`src/rtl/oam_line_scan.sv`:
```
// oam_line_scan: walks all OAM entries once per scanline and collects up to
//   MAX_SPR sprites whose Y range covers the line into a small lookup list.
// Latency: start sampled in cycle 0, done pulses in cycle 2*OAM_ENTRIES+2.
// Backpressure: none; scan timing is fixed, start while busy is ignored.
//
// Ports: clk/rst (sync, active-high); start/ly/tall launch a scan;
//   oam_rd/oam_addr/oam_data form a read port with one cycle of read latency;
//   busy/done/spr_count report status; q_idx -> q_y/q_x/q_oam is a
//   combinational list lookup for the sprite fetcher.
// Build option: define OAM_SCAN_XSORT_EN to keep the list sorted ascending by
//   X (stable). Without it, entries are stored in OAM order.
module oam_line_scan #(
  parameter int MAX_SPR     = 10,
  parameter int OAM_ENTRIES = 40,
  parameter int IDX_W       = 4
) (
  input  logic             clk,
  input  logic             rst,
  input  logic             start,
  input  logic [7:0]       ly,
  input  logic             tall,
  output logic             oam_rd,
  output logic [7:0]       oam_addr,
  input  logic [7:0]       oam_data,
  output logic             busy,
  output logic             done,
  output logic [IDX_W-1:0] spr_count,
  input  logic [IDX_W-1:0] q_idx,
  output logic [7:0]       q_y,
  output logic [7:0]       q_x,
  output logic [5:0]       q_oam
);

  localparam logic [IDX_W-1:0] MAX_C = IDX_W'(MAX_SPR);
  localparam logic [6:0]       ENT_N = 7'(OAM_ENTRIES);

  typedef enum logic [1:0] {IDLE, SCAN, FINISH} state_t;

  state_t state, state_n;

  // ent: entry whose bytes are being addressed; ph: 0 = Y byte, 1 = X byte.
  // Data lags the address by one cycle, so while ph=0 the X byte of entry
  // ent-1 is on oam_data, and while ph=1 the Y byte of entry ent is.
  logic [6:0] ent;
  logic       ph;
  logic [7:0] ly_q;
  logic       tall_q;
  logic [7:0] y_q;

  logic [7:0] y_mem [MAX_SPR];
  logic [7:0] x_mem [MAX_SPR];
  logic [5:0] o_mem [MAX_SPR];

  logic       x_cap;
  logic       in_range;
  logic       store;
  logic [5:0] cur_oam;
  logic [8:0] line9;
  logic [8:0] y9;
  logic [8:0] h9;

  // ---------------- FSM: state register ----------------
  always_ff @(posedge clk) begin
    if (rst) state <= IDLE;
    else     state <= state_n;
  end

  // ---------------- FSM: next state ----------------
  always_comb begin
    state_n = state;
    case (state)
      IDLE:    if (start) state_n = SCAN;
      SCAN:    if (ent == ENT_N) state_n = FINISH;
      FINISH:  state_n = IDLE;
      default: state_n = IDLE;
    endcase
  end

  // ---------------- FSM: outputs ----------------
  always_comb begin
    busy     = 1'b0;
    done     = 1'b0;
    oam_rd   = 1'b0;
    oam_addr = 8'd0;
    case (state)
      SCAN: begin
        busy = 1'b1;
        // The final SCAN cycle only consumes the last X byte; no new read.
        if (ent < ENT_N) begin
          oam_rd   = 1'b1;
          oam_addr = {ent[5:0], 1'b0, ph};
        end
      end
      FINISH: begin
        busy = 1'b1;
        done = 1'b1;
      end
      default: ;
    endcase
  end

  // ---------------- range test and store decision ----------------
  // 9-bit arithmetic so a line near 255 never wraps into a false hit.
  always_comb begin
    line9    = {1'b0, ly_q} + 9'd16;
    y9       = {1'b0, y_q};
    h9       = tall_q ? 9'd16 : 9'd8;
    in_range = (line9 >= y9) && (line9 < (y9 + h9));
  end

  assign x_cap   = (state == SCAN) && !ph && (ent != 7'd0);
  assign store   = x_cap && in_range && (spr_count < MAX_C);
  assign cur_oam = 6'(ent - 7'd1);

  // ---------------- scan counters and latches ----------------
  always_ff @(posedge clk) begin
    if (rst) begin
      spr_count <= '0;
      ent       <= '0;
      ph        <= 1'b0;
    end else if (state == IDLE && start) begin
      spr_count <= '0;
      ent       <= '0;
      ph        <= 1'b0;
      ly_q      <= ly;
      tall_q    <= tall;
    end else if (state == SCAN) begin
      ph <= ~ph;
      if (ph) begin
        ent <= ent + 7'd1;
        y_q <= oam_data;
      end
      if (store) spr_count <= spr_count + IDX_W'(1);
    end
  end

  // ---------------- list storage (not reset) ----------------
`ifdef OAM_SCAN_XSORT_EN
  // Insert after every stored entry with X <= new X, which keeps equal X
  // values in OAM order.
  logic [IDX_W-1:0] ins_pos;

  always_comb begin
    ins_pos = '0;
    for (int j = 0; j < MAX_SPR; j++) begin
      if ((IDX_W'(j) < spr_count) && (x_mem[j] <= oam_data))
        ins_pos = ins_pos + IDX_W'(1);
    end
  end

  always_ff @(posedge clk) begin
    if (store) begin
      for (int j = MAX_SPR - 1; j > 0; j--) begin
        if ((IDX_W'(j) > ins_pos) && (IDX_W'(j) <= spr_count)) begin
          y_mem[j] <= y_mem[j-1];
          x_mem[j] <= x_mem[j-1];
          o_mem[j] <= o_mem[j-1];
        end
      end
      y_mem[ins_pos] <= y_q;
      x_mem[ins_pos] <= oam_data;
      o_mem[ins_pos] <= cur_oam;
    end
  end
`else
  always_ff @(posedge clk) begin
    if (store) begin
      y_mem[spr_count] <= y_q;
      x_mem[spr_count] <= oam_data;
      o_mem[spr_count] <= cur_oam;
    end
  end
`endif

  // ---------------- lookup ----------------
  always_comb begin
    q_y   = 8'd0;
    q_x   = 8'd0;
    q_oam = 6'd0;
    if (q_idx < MAX_C) begin
      q_y   = y_mem[q_idx];
      q_x   = x_mem[q_idx];
      q_oam = o_mem[q_idx];
    end
  end

endmodule

```
`config.mk`:
```
export PLATFORM = sky130hd
export DESIGN_NAME = oam_line_scan
export DESIGN_NICKNAME = d
export VERILOG_FILES = /design/src/rtl/oam_line_scan.sv
export SDC_FILE = /design/constraint.sdc
export NUM_CORES = 1
export LEC_CHECK = 0
export CAP_MARGIN = 20
export CORE_UTILIZATION = 50
export CTS_BUF_LIST = sky130_fd_sc_hd__clkbuf_8 sky130_fd_sc_hd__clkbuf_16
export CTS_CLUSTER_SIZE = 16
export DETAILED_ROUTE_END_ITERATION = 16
export GPL_ROUTABILITY_DRIVEN = 0
export PLACE_DENSITY = 0.71
export SYNTH_ARGS = -nofsm -noshare
export SYNTH_HDL_FRONTEND = slang
export SYNTH_SLANG_ARGS = --single-unit
```
`constraint.sdc`:
```
create_clock -name clk -period 3.35 [get_ports clk]
set_input_delay 0.5025 -clock clk [delete_from_list [all_inputs] [get_ports clk]]
set_output_delay 0.5025 -clock clk [all_outputs]
set_load 0.01 [all_outputs]
```
After elaboration in Yosys (flattened, before gate mapping)
Memory sizes are Yosys's and may differ from the RTL's.
Index checks and enable logic that the tools add are counted.
{"block": "op_classes", "muxes": 15, "add_sub_neg": 5, "n_bitwise": 3, "n_reduce_logical": 16, "n_eq_ne": 5, "n_lt_le_gt_ge": 5}
{"cell": "$mux 8", "count": 4}
{"cell": "$add 8x5->9", "count": 1}
{"cell": "$add 8x5->9 const B", "count": 1}
{"cell": "$ge 9x8->1", "count": 1}
{"cell": "$lt 9x9->1", "count": 1}
{"cell": "$lt 4x4->1 const B", "count": 2}
{"cell": "$reduce_and 2->1", "count": 4}
{"cell": "$add 7x1->7 const B", "count": 1}
{"cell": "$eq 7x6->1 const B", "count": 1}
{"cell": "$lt 7x6->1 const B", "count": 1}
{"cell": "$reduce_bool 7->1", "count": 1}
{"cell": "$logic_and 1x1->1", "count": 6}
{"cell": "$mux 1", "count": 6}
{"cell": "$mux 6", "count": 1}
{"cell": "$sub 6x1->6 const B", "count": 1}
{"cell": "$mux 5", "count": 1}
{"cell": "$add 4x1->4 const B", "count": 1}
{"cell": "$mux 2", "count": 2}
{"cell": "$ne 2x2->1 const B", "count": 2}
{"cell": "$pmux 2 s2", "count": 1}
{"cell": "$reduce_and 4->1", "count": 1}
{"cell": "$reduce_or 2->1", "count": 2}
{"cell": "$not 1->1", "count": 3}
{"cell": "$eq 2x1->1 const B", "count": 1}
{"cell": "3 further kinds", "count": 3}
{"block": "word_totals", "inputBits": 24, "word_cells": 59, "mem_count": 3, "ram_bits": 220, "ff_bits": 31}
{"name": "x_mem", "words": 10, "width": 8, "rd": 1, "rd_clocked_by_memory_dff": 0, "wr": 1, "line": "51", "rtl": "logic [7:0] x_mem [MAX_SPR];"}
{"name": "y_mem", "words": 10, "width": 8, "rd": 1, "rd_clocked_by_memory_dff": 0, "wr": 1, "line": "50", "rtl": "logic [7:0] y_mem [MAX_SPR];"}
{"name": "o_mem", "words": 10, "width": 6, "rd": 1, "rd_clocked_by_memory_dff": 0, "wr": 1, "line": "52", "rtl": "logic [5:0] o_mem [MAX_SPR];"}

Depth between registers and ports, before layout
{"block": "depth", "word_depth": 8, "depth_mapped": 13, "mapped_depth_nobuf": 12}

Least setup slack after synthesis
OpenSTA, ideal clock, no wires.
{"block": "synth_timing", "kind": "register to register", "start": "reg y_q[3]", "end": "mem o_mem[7][0] (enable)", "period_less_slack_ns": 3.425, "path_buffers": 1, "arrival_ns": 3.044, "setup_slack_ns": -0.075, "stages_incl_launch_ff": 13, "path_cell_list": "edfxtp_1 ha_1 inv_1 fa_1 nor3_1 xnor2_1 ha_1 a21oi_1 nor2b_1 nor4_2 o21a_2 buf_6 and3_1"}
{"block": "synth_via", "elab_chain_len": 7, "word_cells_on_any_way": 8, "classes_between": "add/sub (1); order compare (2); mux (2); reduce/logical (3)"}
{"item": "start, declared", "line": "48", "rtl": "logic [7:0] y_q;"}
{"item": "start signal, assigned", "line": "131", "rtl": "y_q <= oam_data;"}
{"item": "$add 8x5->9", "line": "108", "rtl": "in_range = (line9 >= y9) && (line9 < (y9 + h9));"}
{"item": "$lt 9x9->1", "line": "108"}
{"item": "$logic_and 1x1->1 (*)", "line": "108"}
{"item": "$logic_and 1x1->1 (*) (2 in a row)", "line": "112", "rtl": "assign store = x_cap && in_range && (spr_count < MAX_C);"}
{"item": "$mux 1 (*)", "line": "167", "rtl": "if (store) begin"}
{"item": "$mux 1 (implied by the code) (*)", "line": "170", "rtl": "o_mem[spr_count] <= cur_oam;"}
{"item": "end, declared", "line": "52"}
Every way passes the cells marked *; elsewhere a longest branch is shown, timed or not.

Final worst setup path
{"block": "layout_timing", "start": "reg tall_q", "end": "mem y_mem[0][4] (enable)"}
{"block": "layout_via", "elab_chain_len": 8}
{"item": "start, declared", "line": "47", "rtl": "logic tall_q;"}
{"item": "start signal, assigned", "line": "126", "rtl": "tall_q <= tall;"}
{"item": "$mux 5", "line": "107", "rtl": "h9 = tall_q ? 9'd16 : 9'd8;"}
{"item": "$add 8x5->9", "line": "108"}
{"item": "$lt 9x9->1", "line": "108"}
{"item": "$logic_and 1x1->1", "line": "108"}
{"item": "$logic_and 1x1->1 (2 in a row)", "line": "112"}
{"item": "$mux 1", "line": "167"}
{"item": "$mux 1 (implied by the code)", "line": "168", "rtl": "y_mem[spr_count] <= y_q;"}
{"item": "end, declared", "line": "50"}
Every way passes these cells.

==> key figures <==
Power and ir drop
  – Final Power: 6.448 mW
  – LEAKAGE: 4.239 nW
  – Max IR drop VDD: about 0.38 mV
  – Power Density: 514.4 nW/µm²

Synthesis
  – Post-Syn Nets: 657
  – Yosys cell types: 44
  – Async S/R FF share, synth: 0
  – Dominant cell type by area after synthesis: edfxtp_1
  – Warning count from the yosys run: 0
  – Post-synth EDFFs: 237
  – Post-synth top area share: 0.6862
  – Synth top area cells: edfxtp_1, mux4_2, ha_1
  – Syn Inst Count: 605
  – Main flop type after synthesis: edfxtp_1
  – Seq/Total Area, Yosys: 0.7132
  – Register bit total from synthesis: 251
  – Avg Cell Area, Syn: roughly 17 µm²
  – Cell area after synthesis: 10370 µm²

Clocking
  – Clock slew at reported path FFs: 0.06 ns
  – CTS Sinks: between 200 and 300
  – H-tree levels: 1
  – Clock tree buffer depth: 3
  – Clk Latency, worst-skew pair: 0.52 ns
  – CTS root buf: clkbuf_16
  – Cts bufs inserted: 25
  – CTS tree: built
  – # hold bufs at CTS: 0

Setup path
  – CP Cell Sequence: inv_2 > ha_4 > inv_1 > fa_2 > nor3_2 > xnor2_1 > ha_1 > a21oi_1 > nor2b_1 > nor4_2 > buf_4 > o21a_4 > and3_4 > clkbuf_16
  – CP Capture Type: flip-flop
  – Setup crit start kind: flip-flop
  – Critical-path top delay cell: edfxtp_1
  – Worst path required time: 3.59 ns
  – Worst Path Arrival: about 3.5 ns
  – Crit Path Class: reg2reg
  – CP Max Fanout: 6
  – CP max stage delay: 0.40 ns

STA
  – Final setup fails: 0
  – Final Slew Violations: 0
  – Final period util: 0.9603
  – Max transition margin: 0.2983
  – Post-route setup TNS: 0 ns
  – Clk_skew: 0.006390 ns
  – Hold_ws: ~0.53 ns
  – Fmax: 0.3108 GHz
  – Clock period minus final worst setup slack: 3.217 ns
  – RSZ-0062 raised after global routing: no
  – Worst slew pin tran: 1.045 ns
  – Final hold vios: 0

Layout
  – Share of cells above drive strength 1: 0.1978
  – Final non-filler cell total: 988
  – Layout area overhead: 20.86%
  – Final instance area: roughly 13000 µm²
  – Net count, final: 757
  – N_diodes: 0

Floorplanning
  – Starting density of the core: 0.5109
  – FP Rows: 52
  – Die height: 146.0 µm
  – Die Width: 146.0 µm
  – Die area: 21320 µm²
  – Io pins: 61
  – Core area: 20300 µm²

Placed design
  – PortBufs: 59
  – Placed Area: 11550 µm²
  – HPWL Detailed: 14430 µm
  – Dpl cells: 937

Global route
  – Vias in the first global route: 5953
  – Global-route wire length before repair: 34010 µm
  – Total GRT Usage: 0.2137
  – Remaining global-route overflow: 0
  – Pin count of the biggest net entering global routing: 45
  – Initial antenna violation count: 0

Drt
  – TritonRoute pass-1 iters: 5
  – Via count: 5776
  – ANT nets after route: 0
  – Routed vias/inst: 5.846
  – WL/cell: 23.18 µm
  – Drt drc: 0
  – Iter 0 DRT Violations: 554
  – Routed WL: 22900 µm

Outcome
  – Status: complete, no violations

Hold path
  – Hold crit path type: reg2reg

Run
  – Max_cap viols: 0
cell usage after synthesis, types with 2 or more instances:
| cell | n |
|---|---|
| a21oi_1 | 32 |
| nand3_1 | 27 |
| xor2_1 | 9 |
| xnor2_1 | 6 |
| or3_1 | 3 |
| nand3b_1 | 2 |
| nor2_1 | 34 |
| nand2b_1 | 3 |
| nor3_1 | 4 |
| mux4_2 | 44 |
| nand2_1 | 13 |
| mux2i_1 | 24 |
| buf_6 | 2 |
| buf_4 | 6 |
| inv_1 | 20 |
| o21ai_0 | 26 |
| clkbuf_1 | 18 |
| buf_2 | 4 |
| dfxtp_1 | 14 |
| ha_1 | 27 |
| a21o_1 | 2 |
| edfxtp_1 | 237 |
| and2_1 | 9 |
| nand4_1 | 5 |
| and4_1 | 3 |
| and3_1 | 12 |
| nor2b_1 | 2 |
state kept, by name, indices dropped and copies added, names as in the netlist:
signal and flops:
spr_count 4, ph 1, ent 7, state 2
o_mem 60, ly_q 8, y_mem 80, x_mem 80
tall_q 1, y_q 8
layout by cell type (no fill, tap or decap), types with 24 or more instances in the layout:
| cell type | Yosys | routed |
|---|---|---|
| edfxtp_1 | 237 | 237 |
| clkdlybuf4s50_1 | 0 | 57 |
| mux4_2 | 44 | 44 |
| nor2_1 | 34 | 34 |
| a21oi_1 | 32 | 32 |
| clkbuf_16 | 0 | 30 |
| o21ai_0 | 26 | 26 |
| nand3_1 | 27 | 26 |
| ha_1 | 27 | 26 |
| buf_4 | 6 | 25 |
| inv_1 | 20 | 24 |
| mux2i_1 | 24 | 24 |
timing repair:
item                       4_1_cts  5_1_grt
setup endpoints to repair        0      220
gates resized for setup          0       15
setup buffers                    0        2
hold endpoints to repair         0        0
logic make-up after synthesis:
kind of cell             after synthesis  synth area share
multiplexers                          68            0.1187
other                                  1         0.0003616
buffers and inverters                 52           0.02292
adder cells (fa/ha/maj)               28           0.03450
AND/OR/NAND/NOR                      122           0.06129
AO/OA/AOI/OAI                         68           0.03631
XOR/XNOR                              15           0.01267
flip-flops                           251            0.7132
power breakdown:
group	total, mW	switching [mW]	internal, mW
Clock	2.62	1.11	1.52
Sequential	3.43	0.00862	3.42
Combinational	0.396	0.210	0.186
Total	6.45	1.33	5.12
final timing paths:
check / from / endpoint / slack (ns) / cells after the start
max: tall_q / y_mem[0][4] / 0.13 / 14
min: state[1] / state[1] / 0.53 / 2
max reg2reg: tall_q / y_mem[0][4] / 0.13 / 14
min reg2reg: state[1] / state[1] / 0.53 / 2
area by class of cell:
class                           count  area, µm²
Fill cell                        1487       7765
Sequential cell                   251       7397
Clock buffer                       26      639.4
Clock inverter                     14      117.6
Timing Repair Buffer              103       1162
Tap cell                          270      337.8
Multi-Input combinational cell    303       2801
Inverter                           21      78.83
critical path: cells and delay by family, from the launching register on:
kind,cells,cell delay [ns]
compound gates,2,0.28
xor+xnor,1,0.09
fa+ha+maj,3,0.84
buf+inv,4,0.51
flops,1,0.40
simple gates,4,0.82
per-stage QoR:
step	util	setup slack, ns
final	0.6175	0.1329
after global routing	0.6175	0.01789
after CTS	0.6061	0.04256
after detailed placement	0.5688	0.05262
after global placement	0.5688	0.1479
after floorplan	-	0.005282
routing by layer:
metal,up-vias,GRT usage,share of wire
met3,43,0.03938,0.062
met1,2947,0.2981,0.43
met4,0,0.06094,0.023
met5,-,0,0
li1,2556,-,-
met2,230,0.3474,0.48
No activity file was read; power rests on OpenSTA's default activity.
